### src/rtl/dmem_arbiter.sv
// dmem_arbiter - shares the single-port data memory between the core (port 0) and DMA (port 1).
// Core has priority; a starvation counter forces a DMA grant after STARVE_LIMIT lost contests.
module dmem_arbiter #(
  parameter int AW           = 32,
  parameter int DW           = 32,
  parameter int STARVE_LIMIT = 4
) (
  input  logic          clk,
  input  logic          rst,
  input  logic          c_req,
  input  logic          c_we,
  input  logic [AW-1:0] c_addr,
  input  logic [DW-1:0] c_wdata,
  output logic          c_gnt,
  output logic          c_rvalid,
  output logic [DW-1:0] c_rdata,
  output logic          c_err,
  input  logic          d_req,
  input  logic          d_we,
  input  logic [AW-1:0] d_addr,
  input  logic [DW-1:0] d_wdata,
  output logic          d_gnt,
  output logic          d_rvalid,
  output logic [DW-1:0] d_rdata,
  output logic          d_err,
  output logic [AW-1:0] mem_addr,
  output logic [DW-1:0] mem_wdata,
  output logic          mem_w_en,
  output logic          mem_read_en,
  input  logic [DW-1:0] mem_rdata
);

  typedef enum logic {PRIO_CORE, FORCE_DMA} state_t;

  localparam int CW = $clog2(STARVE_LIMIT + 1);
  localparam logic [CW-1:0] LIMIT_M1 = CW'(STARVE_LIMIT - 1);

  state_t        state_q, state_d;
  logic [CW-1:0] starve_cnt_q, starve_cnt_d;
  logic          c_rvalid_q, c_rvalid_d;
  logic          d_rvalid_q, d_rvalid_d;
  logic [DW-1:0] c_rdata_q, c_rdata_d;
  logic [DW-1:0] d_rdata_q, d_rdata_d;
  logic          c_err_q, c_err_d;
  logic          d_err_q, d_err_d;

  logic          grant_c, grant_d;
  logic          c_aligned, d_aligned;

  assign c_aligned = (c_addr[1:0] == 2'b00);
  assign d_aligned = (d_addr[1:0] == 2'b00);

  always_comb begin
    grant_c = 1'b0;
    grant_d = 1'b0;
    if (!rst) begin
      if (state_q == FORCE_DMA) begin
        grant_d = d_req;
        grant_c = c_req & ~d_req;
      end else begin
        grant_c = c_req;
        grant_d = d_req & ~c_req;
      end
    end
  end

  // Only contested cycles lost by the DMA advance the counter; anything else clears it.
  always_comb begin
    state_d      = state_q;
    starve_cnt_d = starve_cnt_q;
    if (state_q == PRIO_CORE) begin
      if (c_req && d_req) begin
        starve_cnt_d = starve_cnt_q + CW'(1);
        if (starve_cnt_q >= LIMIT_M1) begin
          state_d = FORCE_DMA;
        end
      end else begin
        starve_cnt_d = '0;
      end
    end else if (grant_d || !d_req) begin
      state_d      = PRIO_CORE;
      starve_cnt_d = '0;
    end
  end

  always_comb begin
    mem_addr    = '0;
    mem_wdata   = '0;
    mem_w_en    = 1'b0;
    mem_read_en = 1'b0;
    if (grant_c) begin
      mem_addr    = c_addr;
      mem_wdata   = c_wdata;
      mem_w_en    = c_we & c_aligned;
      mem_read_en = ~c_we & c_aligned;
    end else if (grant_d) begin
      mem_addr    = d_addr;
      mem_wdata   = d_wdata;
      mem_w_en    = d_we & d_aligned;
      mem_read_en = ~d_we & d_aligned;
    end
  end

  always_comb begin
    c_rvalid_d = grant_c & ~c_we & c_aligned;
    d_rvalid_d = grant_d & ~d_we & d_aligned;
    c_err_d    = grant_c & ~c_aligned;
    d_err_d    = grant_d & ~d_aligned;
    c_rdata_d  = c_rvalid_d ? mem_rdata : c_rdata_q;
    d_rdata_d  = d_rvalid_d ? mem_rdata : d_rdata_q;
  end

  always_ff @(posedge clk) begin
    if (rst) begin
      state_q      <= PRIO_CORE;
      starve_cnt_q <= '0;
      c_rvalid_q   <= 1'b0;
      d_rvalid_q   <= 1'b0;
      c_rdata_q    <= '0;
      d_rdata_q    <= '0;
      c_err_q      <= 1'b0;
      d_err_q      <= 1'b0;
    end else begin
      state_q      <= state_d;
      starve_cnt_q <= starve_cnt_d;
      c_rvalid_q   <= c_rvalid_d;
      d_rvalid_q   <= d_rvalid_d;
      c_rdata_q    <= c_rdata_d;
      d_rdata_q    <= d_rdata_d;
      c_err_q      <= c_err_d;
      d_err_q      <= d_err_d;
    end
  end

  // Responses are masked while rst is high so a pulse due in the reset cycle never shows.
  assign c_gnt    = grant_c;
  assign d_gnt    = grant_d;
  assign c_rvalid = c_rvalid_q & ~rst;
  assign d_rvalid = d_rvalid_q & ~rst;
  assign c_err    = c_err_q & ~rst;
  assign d_err    = d_err_q & ~rst;
  assign c_rdata  = c_rdata_q;
  assign d_rdata  = d_rdata_q;

endmodule

### config.mk
export PLATFORM = sky130hd
export DESIGN_NAME = dmem_arbiter
export DESIGN_NICKNAME = d
export VERILOG_FILES = /design/src/rtl/dmem_arbiter.sv
export SDC_FILE = /design/constraint.sdc
export NUM_CORES = 1
export LEC_CHECK = 0
export CAP_MARGIN = 25
export CORE_AREA = 2 2 117 119
export DETAILED_ROUTE_END_ITERATION = 8
export DIE_AREA = 0 0 119 121
export GPL_ROUTABILITY_DRIVEN = 0
export PLACE_DENSITY = 0.72
export SYNTH_ARGS = -nofsm -noshare
export SYNTH_HDL_FRONTEND = slang
export SYNTH_SLANG_ARGS = --single-unit
export TNS_END_PERCENT = 1
### constraint.sdc
create_clock -name clk -period 3.07 [get_ports clk]
set_input_delay 0.921 -clock clk [delete_from_list [all_inputs] [get_ports clk]]
set_output_delay 0.921 -clock clk [all_outputs]
set_load 0.01 [all_outputs]
# Yosys cells after proc, flatten, opt, wreduce, memory -nomap -nowiden
# Cells that the tools add are included.
# word_totals
rom_bits,0
ramBits,0
inputBits,166
wordCells,58
out_inout_bits,136
ff_bits,72
memories,0
latchBits,0
# op_classes
div_mod_pow,0
muxes,19
n_eq_ne,1
magnitude_cmp,1
shifts,0
bitwise_logic,23
addsub,1
reduce_logical,5
multipliers,0
# op_table
operator,count
2-to-1 mux 32 bit,4
bitwise AND 1 bit,16
2-to-1 mux 1 bit,12
2-to-1 mux 3 bit,3
NOT 1 bit,7
zero test 2 bit,2
adder 3 x 1 -> 3 bit (second input constant),1
greater-or-equal comparator 3 x 2 -> 1 bit (second input constant),1
!= test 2 x 1 -> 1 bit (second input constant),1
logical AND 1 bit,1
zero test 1 bit,1
logical OR 1 bit,1

# Depth between registers and ports, before layout
# Gate-level depths: netlist (run 1).
# logic_depth
ltp_word,7
depth_mapped,7
mapped_depth_nobuf,4

# Worst setup path before layout (run 1)
# Ideal clock, no wire load.
# synth_timing
path_type,in2out
from,in d_req
to,out mem_addr[0]
path_stages,7
arrival_ps,1839
slack_ps,310
required_ps,2149
n_path_buf,3
cell_sequence,buf_4 > nor2b_2 > nand2_4 > inv_4 > buf_6 > buf_4 > a22o_1
# synth_via
elab_chain_cells,5
word_cells_on_any_way,9
classes_between,6 x mux; 3 x bitwise
# synth_rtl
item,line_no,rtl
from (decl),18,"input logic d_req,"
bitwise AND 1 bit or NOT 1 bit (tied branches),"62, 59",
2-to-1 mux 1 bit or bitwise AND 1 bit (tied branches),"57, 59",
"2-to-1 mux 1 bit, on equally long branches","56, 57",
2-to-1 mux 32 bit or 2-to-1 mux 1 bit (tied branches),"96, 56",
2-to-1 mux 32 bit (*),91,if (grant_c) begin
to (decl),26,"output logic [AW-1:0] mem_addr,"
# Mark *: on every way between the ends. The rest lies on a longest branch, timed or not.

# Worst setup path after layout (run 1)
# layout_timing
from,in d_req
to,out mem_wdata[25]
# layout_via
elab_chain_cells,5
word_cells_on_any_way,9
classes_between,6 x mux; 3 x bitwise
# layout_rtl
item,line_no,rtl
bitwise AND 1 bit or NOT 1 bit (tied branches),"62, 59",
2-to-1 mux 1 bit or bitwise AND 1 bit (tied branches),"57, 59",
"2-to-1 mux 1 bit, on equally long branches","56, 57",
2-to-1 mux 32 bit or 2-to-1 mux 1 bit (tied branches),"96, 56",
2-to-1 mux 32 bit (*),91,
to (decl),27,"output logic [DW-1:0] mem_wdata,"
# Marked as above.

==> results of run 1 <==
path summary, 6_finish.rpt:
| path | slack [ps] | to | start |
|---|---|---|---|
| min | 450 | starve_cnt_q[0] | starve_cnt_q[0] |
| max | 20 | mem_wdata[25] | d_req |
| min reg2reg | 450 | starve_cnt_q[0] | starve_cnt_q[0] |
| max reg2reg | 1430 | c_rdata[9] | state_q |
critical path, cell delays in order:
cell	delay [ps]
sky130_fd_sc_hd__clkdlybuf4s15_2	210
sky130_fd_sc_hd__nor2b_4	170
sky130_fd_sc_hd__nand2_4	80
sky130_fd_sc_hd__inv_8	100
sky130_fd_sc_hd__bufbuf_16	280
sky130_fd_sc_hd__a22o_1	140
sky130_fd_sc_hd__clkdlybuf4s15_2	230
power groups by stage:
stage,Combinational [W],Clock (W),Sequential (W)
floorplan,0.000185,0,0.000986
global route,0.000620,0.00124,0.000961
detailed placement,0.000600,0,0.000980
global placement,0.000595,0,0.000980
finish,0.000584,0.00117,0.000960
CTS,0.000584,0.00120,0.000960
registers in the layout, summed over array words and instances, names as in the netlist:
| name | cells |
|---|---|
| c_rvalid_q | 1 |
| starve_cnt_q | 3 |
| d_rvalid_q | 1 |
| c_rdata | 32 |
| d_rdata | 32 |
| d_err_q | 1 |
| state_q | 1 |
| c_err_q | 1 |
cells by family after synthesis:
family                     after synthesis  synth area share [%]
AOI/OAI and AO/OA                      131                 30.26
buffers and inverters                   78                 10.23
DFF                                     72                 38.26
and+or+nand+nor                         59                 10.13
muxes                                   32                 10.46
adders and majority gates                2                0.6641
layout by cell type, fill, tap and decap left out, types with 2 or more instances in the layout:
| cell type | instances |
|---|---|
| sky130_fd_sc_hd__a31o_1 | 28 |
| sky130_fd_sc_hd__mux2_4 | 9 |
| sky130_fd_sc_hd__a311oi_1 | 32 |
| sky130_fd_sc_hd__dlygate4sd2_1 | 9 |
| sky130_fd_sc_hd__nor2b_1 | 37 |
| sky130_fd_sc_hd__clkbuf_2 | 7 |
| sky130_fd_sc_hd__clkdlybuf4s15_2 | 4 |
| sky130_fd_sc_hd__inv_1 | 34 |
| sky130_fd_sc_hd__ha_1 | 2 |
| sky130_fd_sc_hd__clkbuf_16 | 9 |
| sky130_fd_sc_hd__nor2b_4 | 2 |
| sky130_fd_sc_hd__mux2_2 | 19 |
| sky130_fd_sc_hd__buf_6 | 3 |
| sky130_fd_sc_hd__a31o_2 | 4 |
| sky130_fd_sc_hd__a22o_4 | 2 |
| sky130_fd_sc_hd__bufinv_16 | 3 |
| sky130_fd_sc_hd__nor2_1 | 7 |
| sky130_fd_sc_hd__a22o_1 | 62 |
| sky130_fd_sc_hd__nand2_4 | 2 |
| sky130_fd_sc_hd__clkdlybuf4s50_1 | 230 |
| sky130_fd_sc_hd__mux2_1 | 4 |
| sky130_fd_sc_hd__buf_4 | 33 |
| sky130_fd_sc_hd__nand2_1 | 3 |
| sky130_fd_sc_hd__buf_12 | 3 |
| sky130_fd_sc_hd__buf_2 | 45 |
| sky130_fd_sc_hd__dfxtp_1 | 72 |
| sky130_fd_sc_hd__clkdlybuf4s15_1 | 5 |
| sky130_fd_sc_hd__inv_8 | 2 |
metrics by stage:
stage,utilization [%],hold slack [ps]
floorplan,-,418.1
global placement,53.58,425.6
detailed placement,53.58,442.3
CTS,55.71,454.8
global route,55.57,490.1
finish,55.57,454.8
what timing repair did:
item,4_1_cts,5_1_grt
gates cloned,2,0
pin swaps,8,1
buffers inserted,9,0
gates resized for setup,237,13
endpoints found under the setup margin,68,42
hold buffers,0,0
per-layer routing:
metal / wire, um / vias up / part of all wire [%] / GRT usage (%)
li1: - / 2017 / - / -
met1: 6466 / 1967 / 41 / 26.16
met2: 7723 / 185 / 49 / 35.09
met3: 1118 / 24 / 7.2 / 4.887
met4: 305 / 0 / 2.0 / 5.804
met5: 0 / - / 0 / 0
cell type report:
type	instances	area share, %
Inverter	36	2.065
Tap cell	176	3.029
Clock buffer	10	3.149
Multi-Input combinational cell	224	27.10
Sequential cell	72	19.82
Clock inverter	5	1.463
Timing Repair Buffer	342	43.37
Yosys cell counts:
master / n / share of area (%)
sky130_fd_sc_hd__dfxtp_1: 72 / 38
sky130_fd_sc_hd__a22o_1: 64 / 15
sky130_fd_sc_hd__nor2b_1: 37 / 6.1
sky130_fd_sc_hd__inv_1: 34 / 3.4
sky130_fd_sc_hd__a311oi_1: 32 / 7.4
sky130_fd_sc_hd__a31o_1: 28 / 6.5
sky130_fd_sc_hd__mux2_2: 19 / 5.7
sky130_fd_sc_hd__buf_2: 15 / 2.0
sky130_fd_sc_hd__buf_4: 11 / 2.2
sky130_fd_sc_hd__clkbuf_1: 11 / 1.1
sky130_fd_sc_hd__mux2_4: 9 / 3.6
sky130_fd_sc_hd__nor2_1: 8 / 0.80
sky130_fd_sc_hd__a31o_2: 4 / 0.93
sky130_fd_sc_hd__buf_6: 4 / 1.2
sky130_fd_sc_hd__mux2_1: 4 / 1.2
sky130_fd_sc_hd__nand2_1: 3 / 0.30
sky130_fd_sc_hd__ha_1: 2 / 0.66
sky130_fd_sc_hd__nand2_2: 2 / 0.33
sky130_fd_sc_hd__a211oi_1: 1 / 0.20
sky130_fd_sc_hd__and3_1: 1 / 0.17
sky130_fd_sc_hd__buf_1: 1 / 0.10
sky130_fd_sc_hd__inv_2: 1 / 0.10
sky130_fd_sc_hd__inv_4: 1 / 0.17
sky130_fd_sc_hd__nand2_4: 1 / 0.30
sky130_fd_sc_hd__nand2b_1: 1 / 0.17
sky130_fd_sc_hd__nand3_4: 1 / 0.47
sky130_fd_sc_hd__nor2b_2: 1 / 0.23
sky130_fd_sc_hd__nor2b_4: 1 / 0.37
sky130_fd_sc_hd__nor3_2: 1 / 0.27
sky130_fd_sc_hd__nor3_4: 1 / 0.43
sky130_fd_sc_hd__o21ai_0: 1 / 0.13
sky130_fd_sc_hd__o22ai_1: 1 / 0.17
sky130_fd_sc_hd__or3_1: 1 / 0.17
==> results_dict.tcl, run 1 <==
set metrics [dict create \
    status "completed" \
    net-switching-power_w 0.0006160 \
    cts_sinks 72 \
    ys.warnings.count 0 \
    ant_nets 0 \
    tritoncts.num_buffers 9 \
    maxSlewViolCount 0 \
    postRouteWirelength_mm 15.61 \
    cellLeakagePower_nw 3.004 \
    timing.clock.skew_ps 5.194 \
    crit_fanout 12 \
    cap_viol_max_count 0 \
    cp-end-kind "output port" \
    post-route-cell-area_um2 7271 \
    timing.final.ws_setup_ps 18.89 \
    pre_cts_slack_ps -653.3 \
    drt-initial-drc-count 268 \
    synth_cells 374 \
    antenna_cells 0 \
    placementRows 42 \
    die_x_um 119 \
    irDropWorstVdd_mv 0.2732 \
    layout.area.seq_um2 1441 \
    effective_utilization_at_floorplan_pct 28.79 \
    postPlaceCellArea_um2 7010 \
    unrepaired_setup_endpoints_after_global_routing "yes" \
    detail_route.vias_per_cell 4.847 \
    min_path_type "register to register" \
    route.detailed.drc 0 \
    criticalPathCategory "input port to output port" \
    dp_hpwl_mm 11.90 \
    cts_root_buffer "sky130_fd_sc_hd__clkbuf_16" \
    switching_share_pct 22.69 \
    ctsHtreeMaxLevel 3 \
    syn_area_um2 3767 \
    wire_per_inst_um 18.05 \
    post_route_cells_drive_above_1_share_pct 22.79 \
    multi_input_area_um2 1971 \
    power_frac_seq_pct 35.4 \
    fp.dieArea_um2 14400 \
    pwr-share-clk_pct 43.1 \
    clk_latency_ps 320 \
    slew_headroom_pct 65.11 \
    nets 853 \
    post_layout_nonfiller_instances 865 \
    setup_viol_count_final 0 \
    timing_worst_slew_pin_value_ps 523.3 \
    global_route_wire_length_before_repair_mm 23.46 \
    dieHeight_um 121 \
    synthesis_to_finish_area_growth_pct 92.99 \
    cp.required_ps 2150 \
    placeable_area_um2 13090 \
    synth.net_count 542 \
    synth-seq-area-share_pct 38.26 \
    nFillCells 1173 \
    synth.distinct_cells 33 \
    clock.fmax_mhz 327.8 \
    number_of_global_route_vias_before_repair 4338 \
    cts-root-to-sink-buffers 2 \
    power.share.combinational_pct 21.5 \
    place_inst 839 \
    grt_overflow 0 \
    syn_avg_cell_area_um2 10.07 \
    vias 4193 \
    synth-seq-cells 72 \
    cts_tree "done" \
    hold_viol_final 0 \
    pwr_density_cell_nw_per_um2 373.3 \
    worst_reg2reg_path_depth 5 \
    critPathArrivalTime_ps 2130 \
    total_power_w 0.002715 \
    fin_crit_sh_pct 99.38 \
    clkSlewWorstSetupHoldPaths_ps 50 \
    fin_crit_ps 3051 \
    port_buffers 301 \
    dr.pass1.iters 4 \
    start_kind "input port" \
    grt_start_max_net_pins 65 \
    ioPinCount 302 \
    internal_power_w 0.002098 \
    grt_util_all_layers_pct 20.66 \
    antenna_violations_before_repair 0 \
    totalNegativeSetupSlack_ps 0 \
    worst_hold_path.num_cells 1 \
]
Note: power is estimated with default switching activity, not from simulation.
==> run 2, diff against run 1 <==
--- a/config.mk
+++ b/config.mk
@@ -11,6 +11,7 @@
 export DIE_AREA = 0 0 119 121
 export GPL_ROUTABILITY_DRIVEN = 0
 export PLACE_DENSITY = 0.72
+export RECOVER_POWER = 25
 export SYNTH_ARGS = -nofsm -noshare
 export SYNTH_HDL_FRONTEND = slang
 export SYNTH_SLANG_ARGS = --single-unit
==> results_dict.tcl, run 2 (synthesis results as in run 1) <==
set metrics [dict create \
    startpoint "d_req" \
    dp_hpwl_mm 11.90 \
    multi_input_area_um2 1968 \
    cts_sinks 72 \
    timing.clock.skew_ps 5.681 \
    grt.met3_usage_pct 4.887 \
    dieHeight_um 121 \
    pwr_density_cell_nw_per_um2 373.5 \
    clock.fmax_mhz 327.4 \
    regToRegStartpoint "state_q" \
    port_buffers 301 \
    grt_busiest_layer "met2" \
    grt.met1_usage_pct 26.16 \
    placeable_area_um2 13090 \
    grtUsageMet2_pct 35.09 \
    timing_worst_slew_pin_value_ps 1175 \
    unrepaired_setup_endpoints_after_global_routing "yes" \
    post_route_cells_drive_above_1_share_pct 22.64 \
    min_path_type "register to register" \
    antenna_violations_before_repair 0 \
    cap_viol_max_count 0 \
    grt_overflow 0 \
    die_x_um 119 \
    irDropWorstVdd_mv 0.2731 \
    final_cell_mix "sky130_fd_sc_hd__clkdlybuf4s50_1, sky130_fd_sc_hd__dfxtp_1, sky130_fd_sc_hd__a22o_1" \
    antenna_cells 0 \
    total_power_w 0.002708 \
    dr.pass1.iters 4 \
    critPathArrivalTime_ps 2130 \
    synthesis_to_finish_area_growth_pct 92.46 \
    post-route-cell-area_um2 7251 \
    fin_crit_sh_pct 99.49 \
    ioPinCount 302 \
    global_route_wire_length_before_repair_mm 23.46 \
    placementRows 42 \
    criticalPathCategory "input port to output port" \
    layout.area.seq_um2 1441 \
    cp-end-kind "output port" \
    fin_crit_ps 3054 \
    final_common_cell "sky130_fd_sc_hd__clkdlybuf4s50_1" \
    clkSlewWorstSetupHoldPaths_ps 50 \
    cp.required_ps 2150 \
    route.detailed.drc 0 \
    vias 4192 \
    cts_tree "done" \
    status "completed" \
    ctsHtreeMaxLevel 3 \
    crit_fanout 12 \
    drt-initial-drc-count 260 \
    start_kind "input port" \
    fp.dieArea_um2 14400 \
    hold_viol_final 0 \
    grt_start_max_net_pins 65 \
    tritoncts.num_buffers 9 \
    postPlaceCellArea_um2 7010 \
    detail_route.vias_per_cell 4.846 \
    worst_hold_startpoint "starve_cnt_q[0]" \
    nFillCells 1175 \
    cts_root_buffer "sky130_fd_sc_hd__clkbuf_16" \
    cts-root-to-sink-buffers 2 \
    ant_nets 0 \
    wire_per_inst_um 18.08 \
    slew_headroom_pct 21.68 \
    effective_utilization_at_floorplan_pct 28.79 \
    maxSlewViolCount 0 \
    setup_viol_count_final 0 \
    grt_util_all_layers_pct 20.66 \
    cellLeakagePower_nw 3.137 \
    number_of_global_route_vias_before_repair 4338 \
    clk_latency_ps 320 \
    nets 853 \
    postRouteWirelength_mm 15.64 \
]
==> run 2: changes by cell type in the layout (fill, tap and decap cells not counted) <==
cell | previous run | this run
sky130_fd_sc_hd__buf_12 | 3 | 2
sky130_fd_sc_hd__buf_4 | 33 | 30
sky130_fd_sc_hd__clkbuf_2 | 7 | 9
sky130_fd_sc_hd__clkbuf_4 | 0 | 2
sky130_fd_sc_hd__clkdlybuf4s50_1 | 230 | 190
sky130_fd_sc_hd__dlygate4sd3_1 | 0 | 40
sky130_fd_sc_hd__nor2_1 | 7 | 8
sky130_fd_sc_hd__nor2_2 | 1 | 0
==> run 2: metrics by stage <==
stage          hold WS, ps  cells  setup slack, ps  TNS [ps]  utilization, %
6_report             452.7    865            15.69         0           55.41
3_5_place_dp         442.3    839           -653.3    -38160           53.58
2_1_floorplan        418.1    374            309.9         0               -
4_1_cts              454.8    865           -36.53    -42.32           55.71
3_3_place_gp         425.6    839           -629.8    -36290           53.58
5_1_grt              490.1    865           -43.51    -209.2           55.41
==> run 2: final cells by class <==
| type | instances | share of cell area [%] |
|---|---|---|
| multi-input combinational | 224 | 27.14 |
| clock inverter | 5 | 1.467 |
| clock buffer | 10 | 3.158 |
| timing repair buffer | 342 | 43.24 |
| sequential | 72 | 19.88 |
| inverter | 36 | 2.071 |
| tap | 176 | 3.037 |
==> run 2: repair_timing <==
item	4_1_cts	5_1_grt
setup buffers	9	0
cloned	2	0
gates resized for setup	237	13
pin swaps	8	1
setup endpoints to repair	68	42
hold buffers	0	0
==> run 2: where the power goes <==
group | leakage [nW] | switching (W) | internal [W]
logic | 2.40 | 0.000229 | 0.000351
clock network | 0.159 | 0.000379 | 0.000790
registers | 0.582 | 0.00000785 | 0.000952
==> run 2: metal layers <==
layer / wire length (um) / vias to the layer above
li1: - / 2019
met4: 302 / 0
met2: 7761 / 177
met5: 0 / -
met1: 6394 / 1972
met3: 1181 / 24
==> run 2: worst max-delay path, cell delays in order <==
cell and delay, ps:
sky130_fd_sc_hd__clkdlybuf4s15_2 210, sky130_fd_sc_hd__nor2b_4 170, sky130_fd_sc_hd__nand2_4 80, sky130_fd_sc_hd__inv_8 100, sky130_fd_sc_hd__bufbuf_16 280, sky130_fd_sc_hd__a22o_1 140
sky130_fd_sc_hd__clkdlybuf4s15_2 230
==> run 2: worst paths after layout <==
path / endpoint / slack (ps) / cells after the start
setup reg to reg: c_rdata[9] / 1100 / 5
setup / recovery: mem_wdata[25] / 20 / 7
hold reg to reg: starve_cnt_q[0] / 450 / 1
hold / removal: starve_cnt_q[0] / 450 / 1
